**src/rtl/id_ex_pipeline_reg_pkg.sv**
```systemverilog
// Shared widths, control encodings and helpers for the ID/EX pipeline register.
// The ALU-select, write-back and branch codes are the ones the ALU and MEM/WB stages decode.
package id_ex_pipeline_reg_pkg;

   localparam int XLEN    = 32;
   localparam int REGADDR = 5;
   localparam int SELW    = 5;

   // ALU select = {func7[5], func7[0], func3}
   localparam logic [SELW-1:0] ALU_ADD  = 5'b00000;
   localparam logic [SELW-1:0] ALU_SUB  = 5'b10000;
   localparam logic [SELW-1:0] ALU_XOR  = 5'b00100;
   localparam logic [SELW-1:0] ALU_OR   = 5'b00110;
   localparam logic [SELW-1:0] ALU_AND  = 5'b00111;

   localparam logic [1:0] WB_ALU = 2'd0;
   localparam logic [1:0] WB_MEM = 2'd1;
   localparam logic [1:0] WB_PC4 = 2'd2;

   localparam logic [3:0] BR_NONE = 4'd0;

   typedef struct packed {
      logic               valid;
      logic [XLEN-1:0]    pc;
      logic [REGADDR-1:0] rs1;
      logic [REGADDR-1:0] rs2;
      logic [XLEN-1:0]    rs1_data;
      logic [XLEN-1:0]    rs2_data;
      logic [XLEN-1:0]    imm;
      logic [REGADDR-1:0] rd;
      logic [SELW-1:0]    alu_select;
      logic               op1_sel;
      logic               op2_sel;
      logic               reg_write;
      logic               mem_read;
      logic               mem_write;
      logic [1:0]         wb_sel;
      logic [3:0]         branch_ctrl;
   } id_ex_t;

   function automatic id_ex_t bubble();
      id_ex_t b;
      b             = '0;
      b.alu_select  = ALU_ADD;
      b.wb_sel      = WB_ALU;
      b.branch_ctrl = BR_NONE;
      return b;
   endfunction

   // x0 is hardwired, so a WB write to it must never be forwarded.
   function automatic logic [XLEN-1:0] wb_bypass(input logic               wb_en,
                                                 input logic [REGADDR-1:0] wb_rd,
                                                 input logic [REGADDR-1:0] rs,
                                                 input logic [XLEN-1:0]    wb_data,
                                                 input logic [XLEN-1:0]    cur);
      return (wb_en && (wb_rd != '0) && (wb_rd == rs)) ? wb_data : cur;
   endfunction

endpackage

```
**src/rtl/id_ex_pipeline_reg_load_use_detect.sv**
```systemverilog
// Load-use detector: flags an ID instruction that reads the rd of a load now sitting in EX.
// A redirect (flush) kills the ID instruction, so no hazard is reported then.
module load_use_detect
   import id_ex_pipeline_reg_pkg::*;
(
   input  logic               ex_valid,
   input  logic               ex_mem_read,
   input  logic [REGADDR-1:0] ex_rd,
   input  logic               id_valid,
   input  logic [REGADDR-1:0] id_rs1,
   input  logic [REGADDR-1:0] id_rs2,
   input  logic               flush,
   output logic               hazard
);

   assign hazard = ex_valid && ex_mem_read && (ex_rd != '0) &&
                   ((ex_rd == id_rs1) || (ex_rd == id_rs2)) && id_valid && !flush;

endmodule

```
**src/rtl/id_ex_pipeline_reg.sv**
```systemverilog
// ID/EX pipeline register feeding the EX-stage ALU, with stall/flush/load-use bubble
// handling and write-back forwarding into both newly latched and held operands.
module id_ex_pipeline_reg
   import id_ex_pipeline_reg_pkg::*;
(
   input  logic               clk,
   input  logic               reset,
   input  logic               stall,
   input  logic               flush,
   input  logic               in_valid,
   input  logic [XLEN-1:0]    in_pc,
   input  logic [REGADDR-1:0] in_rs1,
   input  logic [REGADDR-1:0] in_rs2,
   input  logic [XLEN-1:0]    in_rs1_data,
   input  logic [XLEN-1:0]    in_rs2_data,
   input  logic [XLEN-1:0]    in_imm,
   input  logic [REGADDR-1:0] in_rd,
   input  logic [SELW-1:0]    in_alu_select,
   input  logic               in_op1_sel,
   input  logic               in_op2_sel,
   input  logic               in_reg_write,
   input  logic               in_mem_read,
   input  logic               in_mem_write,
   input  logic [1:0]         in_wb_sel,
   input  logic [3:0]         in_branch_ctrl,
   input  logic               wb_write_en,
   input  logic [REGADDR-1:0] wb_rd,
   input  logic [XLEN-1:0]    wb_data,
   output logic [XLEN-1:0]    alu_data1,
   output logic [XLEN-1:0]    alu_data2,
   output logic [SELW-1:0]    alu_select,
   output logic               out_valid,
   output logic [XLEN-1:0]    out_pc,
   output logic [XLEN-1:0]    out_rs2_data,
   output logic [XLEN-1:0]    out_imm,
   output logic [REGADDR-1:0] out_rd,
   output logic               out_reg_write,
   output logic               out_mem_read,
   output logic               out_mem_write,
   output logic [1:0]         out_wb_sel,
   output logic [3:0]         out_branch_ctrl,
   output logic               load_use_hazard
);

   id_ex_t q;
   id_ex_t d;

   load_use_detect u_load_use_detect (
      .ex_valid    (q.valid),
      .ex_mem_read (q.mem_read),
      .ex_rd       (q.rd),
      .id_valid    (in_valid),
      .id_rs1      (in_rs1),
      .id_rs2      (in_rs2),
      .flush       (flush),
      .hazard      (load_use_hazard)
   );

   always_comb begin
      d             = '0;
      d.valid       = in_valid;
      d.pc          = in_pc;
      d.rs1         = in_rs1;
      d.rs2         = in_rs2;
      d.rs1_data    = wb_bypass(wb_write_en, wb_rd, in_rs1, wb_data, in_rs1_data);
      d.rs2_data    = wb_bypass(wb_write_en, wb_rd, in_rs2, wb_data, in_rs2_data);
      d.imm         = in_imm;
      d.rd          = in_rd;
      d.alu_select  = in_alu_select;
      d.op1_sel     = in_op1_sel;
      d.op2_sel     = in_op2_sel;
      d.reg_write   = in_reg_write;
      d.mem_read    = in_mem_read;
      d.mem_write   = in_mem_write;
      d.wb_sel      = in_wb_sel;
      d.branch_ctrl = in_branch_ctrl;
   end

   // While stalled, only the operands may change: a WB write landing on a held source
   // register would otherwise be lost once it retires out of the pipeline.
   always_ff @(posedge clk) begin
      if (reset) begin
         q <= bubble();
      end else if (stall) begin
         q.rs1_data <= wb_bypass(wb_write_en, wb_rd, q.rs1, wb_data, q.rs1_data);
         q.rs2_data <= wb_bypass(wb_write_en, wb_rd, q.rs2, wb_data, q.rs2_data);
      end else if (flush || load_use_hazard) begin
         q <= bubble();
      end else begin
         q <= d;
      end
   end

   assign alu_data1       = q.op1_sel ? q.pc  : q.rs1_data;
   assign alu_data2       = q.op2_sel ? q.imm : q.rs2_data;
   assign alu_select      = q.alu_select;
   assign out_valid       = q.valid;
   assign out_pc          = q.pc;
   assign out_rs2_data    = q.rs2_data;
   assign out_imm         = q.imm;
   assign out_rd          = q.rd;
   assign out_reg_write   = q.reg_write;
   assign out_mem_read    = q.mem_read;
   assign out_mem_write   = q.mem_write;
   assign out_wb_sel      = q.wb_sel;
   assign out_branch_ctrl = q.branch_ctrl;

endmodule

```
**config.mk**
```make
export PLATFORM = sky130hd
export DESIGN_NAME = id_ex_pipeline_reg
export DESIGN_NICKNAME = d
export VERILOG_FILES = /design/src/rtl/id_ex_pipeline_reg_pkg.sv /design/src/rtl/id_ex_pipeline_reg_load_use_detect.sv /design/src/rtl/id_ex_pipeline_reg.sv
export SDC_FILE = /design/constraint.sdc
export NUM_CORES = 1
export LEC_CHECK = 0
export ABC_CLOCK_PERIOD_IN_PS = 2700
export CORE_MARGIN = 3
export CORE_UTILIZATION = 32
export DETAILED_ROUTE_END_ITERATION = 8
export GPL_ROUTABILITY_DRIVEN = 0
export PLACE_DENSITY = 0.62
export SLEW_MARGIN = 20
export SYNTH_ARGS = -nofsm -noshare
export SYNTH_HDL_FRONTEND = slang
export SYNTH_HIERARCHICAL = 1
export SYNTH_SLANG_ARGS = --single-unit
```
**constraint.sdc**
```tcl
create_clock -name clk -period 2.7 [get_ports clk]
set_input_delay 0.81 -clock clk [delete_from_list [all_inputs] [get_ports clk]]
set_output_delay 0.81 -clock clk [all_outputs]
set_load 0.02 [all_outputs]
```
==> results.txt <==
The count of buffer and inverter cells on the critical path works out to 2. For this run, asynchronously set or reset flops after synthesis account for 0%. Prevailing post-synth register cell: sky130_fd_sc_hd__dfxtp_1. Complex-gate fraction of the synthesized area: 35.4%.

The startpoint of the most critical register-to-register path is out_rd[2]. Data arrives at the worst endpoint at 1.86 ns. Leaving out filler cells and counting taps, the final layout contains 1636. The run finished with clean final reports.

The number of global-route vias before repair is 9031. The number of nets handed over by synthesis was 1217. For this design the ratio of total power to cell area is 504 mW/mm².

The highest fanout seen on the critical path was 2; the mean post-synth cell area was 9.39 µm². The tools report the count of filler cells inserted in the layout as 2800. The run gives 2 as the buffer levels on the longest clock path. The endpoint type of the worst setup path is a primary output. The tools report the count of warnings emitted by yosys as 6.

The growth of design area from synthesis to finish works out to 44.5%. In this run the standard cell core region covers 0.0290 mm². The number of cells on the worst reg-to-reg path is 10.

Subtracting the final worst setup slack from the clock period gives 2.67 ns. Summed over all cells, the static leakage comes to 4.87 nW. Start-to-end type of the worst setup path: in -> out. At the worst endpoint, the required time is 1.89 ns.

Once layout is complete, the utilization of the core stands at 47.4%. In the final routed layout, each cell accounts on average for 22.6 µm. The signal on the critical path passes through buf_6 -> xor2_1 -> nor3_1 -> nand3_1 -> a221oi_4 -> buf_6.

The cell type with the largest total area after synthesis is sky130_fd_sc_hd__dfxtp_1. The logs give 0.375 GHz for the fmax and 9498 for the vias after detailed routing. Once detailed placement completed, the half-perimeter wirelength came to 27.0 mm. Yosys instantiated no cell more often than sky130_fd_sc_hd__dfxtp_1. The number of enable-type register cells in the synthesized netlist was 0. Clock tree synthesis selected as its root buffer the cell sky130_fd_sc_hd__clkbuf_16. In the final design database the tool counted 1437 nets.

Dividing the detail-routed via count by the number of cells gives 5.81. In this run, distinct cell masters in the synthesized netlist total 32. On the final layout, the worst clock skew is 0.00898 ns. The multi-input combinational cell area is 0.00487 mm². Summing the areas of all fa, ha and maj instances in the mapped netlist gives 0% of the synthesized area.

TritonCTS built the clock tree. Sorting the synthesized cells by how often they occur yields 160 x sky130_fd_sc_hd__dfxtp_1, 116 x sky130_fd_sc_hd__clkbuf_1, 112 x sky130_fd_sc_hd__buf_4. The horizontal die dimension is 179 µm, and the placed instance count is 1600. In this design, the critical path's most frequently occurring cell is sky130_fd_sc_hd__buf_6. Number of clock sinks: 160.

For the final-report setup violation count, the log shows 0. After synthesis, flip-flops and latches occupy 33.6% of the total area. The fraction of layout instances using a drive strength above 1 came out at 15.7%.

The worst hold path terminates at out_mem_write. The worst register-to-register path ends at out_rs2_data[28]. Among all stages on the critical path, the largest delay is contributed by sky130_fd_sc_hd__a221oi_4. The tools report the minimum setup slack among reg-to-reg paths as 0.32 ns. Setup repair after global routing could not meet its margin everywhere.

The run gives 0.0319 mm² as the total die area. The starting utilization of the core area was 32.8%. The biggest cell delay along the critical path was 0.34 ns. The first routing iteration left 685 violations.

The floorplan step set the die height to 179 µm. The H-tree depth came out at 4. The worst-case headroom to the max-slew limit was 31.1%; the number of I/O port buffers was 382. The run gives 0.00953 mm² as the cell area after synthesis. The internal power of the cells totals 0.00484 W. Share of total power consumed by net switching: 30.4%.

Summed over all layers, the global routing overflow is 0. The total design power was 0.00694 W. Counting buffers and inverters, the worst setup path is 6 cells deep. The initialized floorplan defines 62 standard-cell rows. In the global route stage, overall resource usage came out at 22.0%.

The run gives 17 as the number of CTS-inserted buffers. The combinational fraction of design power is 25.1%. Of the total synthesized cell area, the portion taken by XOR and XNOR cells is 2.76%. The pin count of the biggest net entering global routing came out at 97.

Of the total power, the clock network draws 37.5%. The minimum setup slack after placement came out at -0.821 ns. The proportion of synthesized area in mux cells is 7.57%. Family of cells with the greatest summed delay on the critical path: compound AO/OA/AOI/OAI gates.

The top cell type by area accounts for 33.6% of the synthesized area. Startpoint kind of the worst setup timing path: an input port. The total of flip-flops plus latches after synthesis is 160, and the clock latency on the worst-skew pair is 0.42 ns. Across the VDD grid, the largest voltage drop is 0.328 mV. In this run the worst hold path is classified as reg -> reg. The logs give 0 for the number of routed nets with antenna violations and 0 for the number of endpoints with negative hold slack in the final report.

The share of the clock period used by the worst path works out to 98.7%. After layout, the worst setup slack is 0.0348 ns. The gate count after technology mapping came out at 1015.

The first detailed-routing pass took 6 iterations. Yosys attributes the largest share of cell area to sky130_fd_sc_hd__dfxtp_1 34%, sky130_fd_sc_hd__buf_4 8.8%, sky130_fd_sc_hd__a311oi_1 8.8%. Final count of pins violating max slew: 0. The relative contribution of sequential cells to total power is 37.4%, and the wire length of the first global-routing pass is 55.1 mm. For the pin with the worst max-slew slack, the measured transition is 1.03 ns. Max-cap violations in this run came to 0. In this run the most critical hold path is launched from out_mem_write. Summing all flip-flop and latch instances after layout gives 0.00321 mm².

For the boundary pin count, the log shows 383. After clock tree synthesis, the clock-pin slew on the worst setup and hold paths is 0.07 ns. After clock tree synthesis, the setup repair step added 0 buffers. In the routed design, unresolved DRC markers number 0.

The analysis attributes to net switching a power of 0.00211 W. The basic-gate share of the synthesized area counting and, or, nand and nor cells is 4.94%, and the number of antenna violations at the first check in global routing is 5. The post-detailed-routing wire length is 37.0 mm. By area, the combinational part of the netlist is dominated by compound AO/OA/AOI/OAI gates. The worst hold path passes through 2 cells.
==> layout make-up <==
cell class / instances / area share [%]
diodes: 4 / 0.0727
clock buffers: 19 / 3.22
clock inverters: 13 / 1.30
inverters: 1 / 0.0273
multi-input cells: 599 / 35.4
flip-flops and latches: 160 / 23.3
well taps: 384 / 3.49
repair buffers: 456 / 33.2
==> timing repair <==
action,in CTS,in global routing
hold buffers,0,0
pin swaps,5,6
setup endpoints to repair,154,5
gates cloned,0,0
resized for setup,88,14
==> flip-flops by register name, indices dropped and copies added, names as in the netlist, 2 cells and up <==
signal / count
alu_select: 5
q: 44
out_imm: 32
out_pc: 32
out_wb_sel: 2
out_rs2_data: 32
out_rd: 5
out_branch_ctrl: 4
==> metal layers <==
| layer | part of all wire [%] | GRT usage [%] | vias to the layer above |
|---|---|---|---|
| met3 | 7.3 | 5.17 | 32 |
| met5 | 0.060 | 0 | - |
| met2 | 48 | 36.1 | 377 |
| met1 | 43 | 29.6 | 4666 |
| met4 | 1.4 | 4.58 | 4 |
| li1 | - | - | 4419 |
==> metrics by stage <==
step / setup TNS (ns) / area (µm²) / hold slack [ns]
5_1_grt: -0.0283 / 13800 / 0.540
6_report: 0 / 13800 / 0.514
4_1_cts: -0.0975 / 13800 / 0.520
3_3_place_gp: -64.80 / 13200 / 0.491
3_5_place_dp: -68.75 / 13200 / 0.504
2_1_floorplan: 0 / 9540 / 0.483
==> logic make-up (layout without fill, tap and decap cells) <==
group | count (synthesis) | count (layout)
muxes | 64 | 64
AOI/OAI and AO/OA | 390 | 390
DFF | 160 | 160
other | 0 | 4
buffers and inverters | 256 | 489
xor gates and xnor gates | 30 | 30
and+or+nand+nor | 115 | 115
==> how the worst max path moves through the flow <==
stage,slack (ns),startpoint,endpoint
5_1_grt,-0.03,in_rs2[2],load_use_hazard
4_1_cts,-0.1,in_rs1[4],load_use_hazard
3_3_place_gp,-0.83,in_rs2[2],load_use_hazard
6_report,0.03,in_rs2[2],load_use_hazard
3_5_place_dp,-0.82,in_rs1[0],load_use_hazard
2_1_floorplan,0.004,in_rs2[2],q[113]
==> cells in the final DEF (no fill, tap or decap), types with 3 or more instances in the layout <==
master                            instances
sky130_fd_sc_hd__a211oi_1                32
sky130_fd_sc_hd__a22oi_1                 96
sky130_fd_sc_hd__a311oi_1                96
sky130_fd_sc_hd__a32oi_1                 64
sky130_fd_sc_hd__buf_12                  22
sky130_fd_sc_hd__buf_4                   50
sky130_fd_sc_hd__buf_6                    7
sky130_fd_sc_hd__bufinv_16                3
sky130_fd_sc_hd__clkbuf_16               17
sky130_fd_sc_hd__clkbuf_2                 4
sky130_fd_sc_hd__clkdlybuf4s50_1        309
sky130_fd_sc_hd__clkinv_4                 3
sky130_fd_sc_hd__clkinvlp_4               3
sky130_fd_sc_hd__dfxtp_1                158
sky130_fd_sc_hd__diode_2                  4
sky130_fd_sc_hd__dlygate4sd2_1           60
sky130_fd_sc_hd__mux2_2                  64
sky130_fd_sc_hd__nand3_1                  3
sky130_fd_sc_hd__nor2_1                  97
sky130_fd_sc_hd__o2111a_1                32
sky130_fd_sc_hd__o311ai_0                 4
sky130_fd_sc_hd__o311ai_1                60
sky130_fd_sc_hd__xnor2_1                 18
sky130_fd_sc_hd__xor2_1                  11
==> worst reg2reg max path: stages, from the launching register on <==
cell                       delay (ns)
sky130_fd_sc_hd__dfxtp_1         0.37
sky130_fd_sc_hd__xor2_1          0.18
sky130_fd_sc_hd__nor3_1          0.18
sky130_fd_sc_hd__nand3_1         0.14
sky130_fd_sc_hd__a221oi_4        0.34
sky130_fd_sc_hd__buf_4           0.19
sky130_fd_sc_hd__nor3_4          0.06
sky130_fd_sc_hd__buf_12          0.16
sky130_fd_sc_hd__o2111a_1        0.16
sky130_fd_sc_hd__a32oi_1         0.32
sky130_fd_sc_hd__a311oi_1        0.14
==> power groups by stage <==
stage          Clock [W]  Combinational (W)  Sequential (W)
6_report         0.00260            0.00174         0.00260
5_1_grt          0.00276            0.00186         0.00262
4_1_cts          0.00267            0.00174         0.00260
3_5_place_dp           0            0.00178         0.00265
3_3_place_gp           0            0.00177         0.00265
2_1_floorplan          0           0.000996         0.00260
No activity file was read; power rests on OpenSTA's default activity.
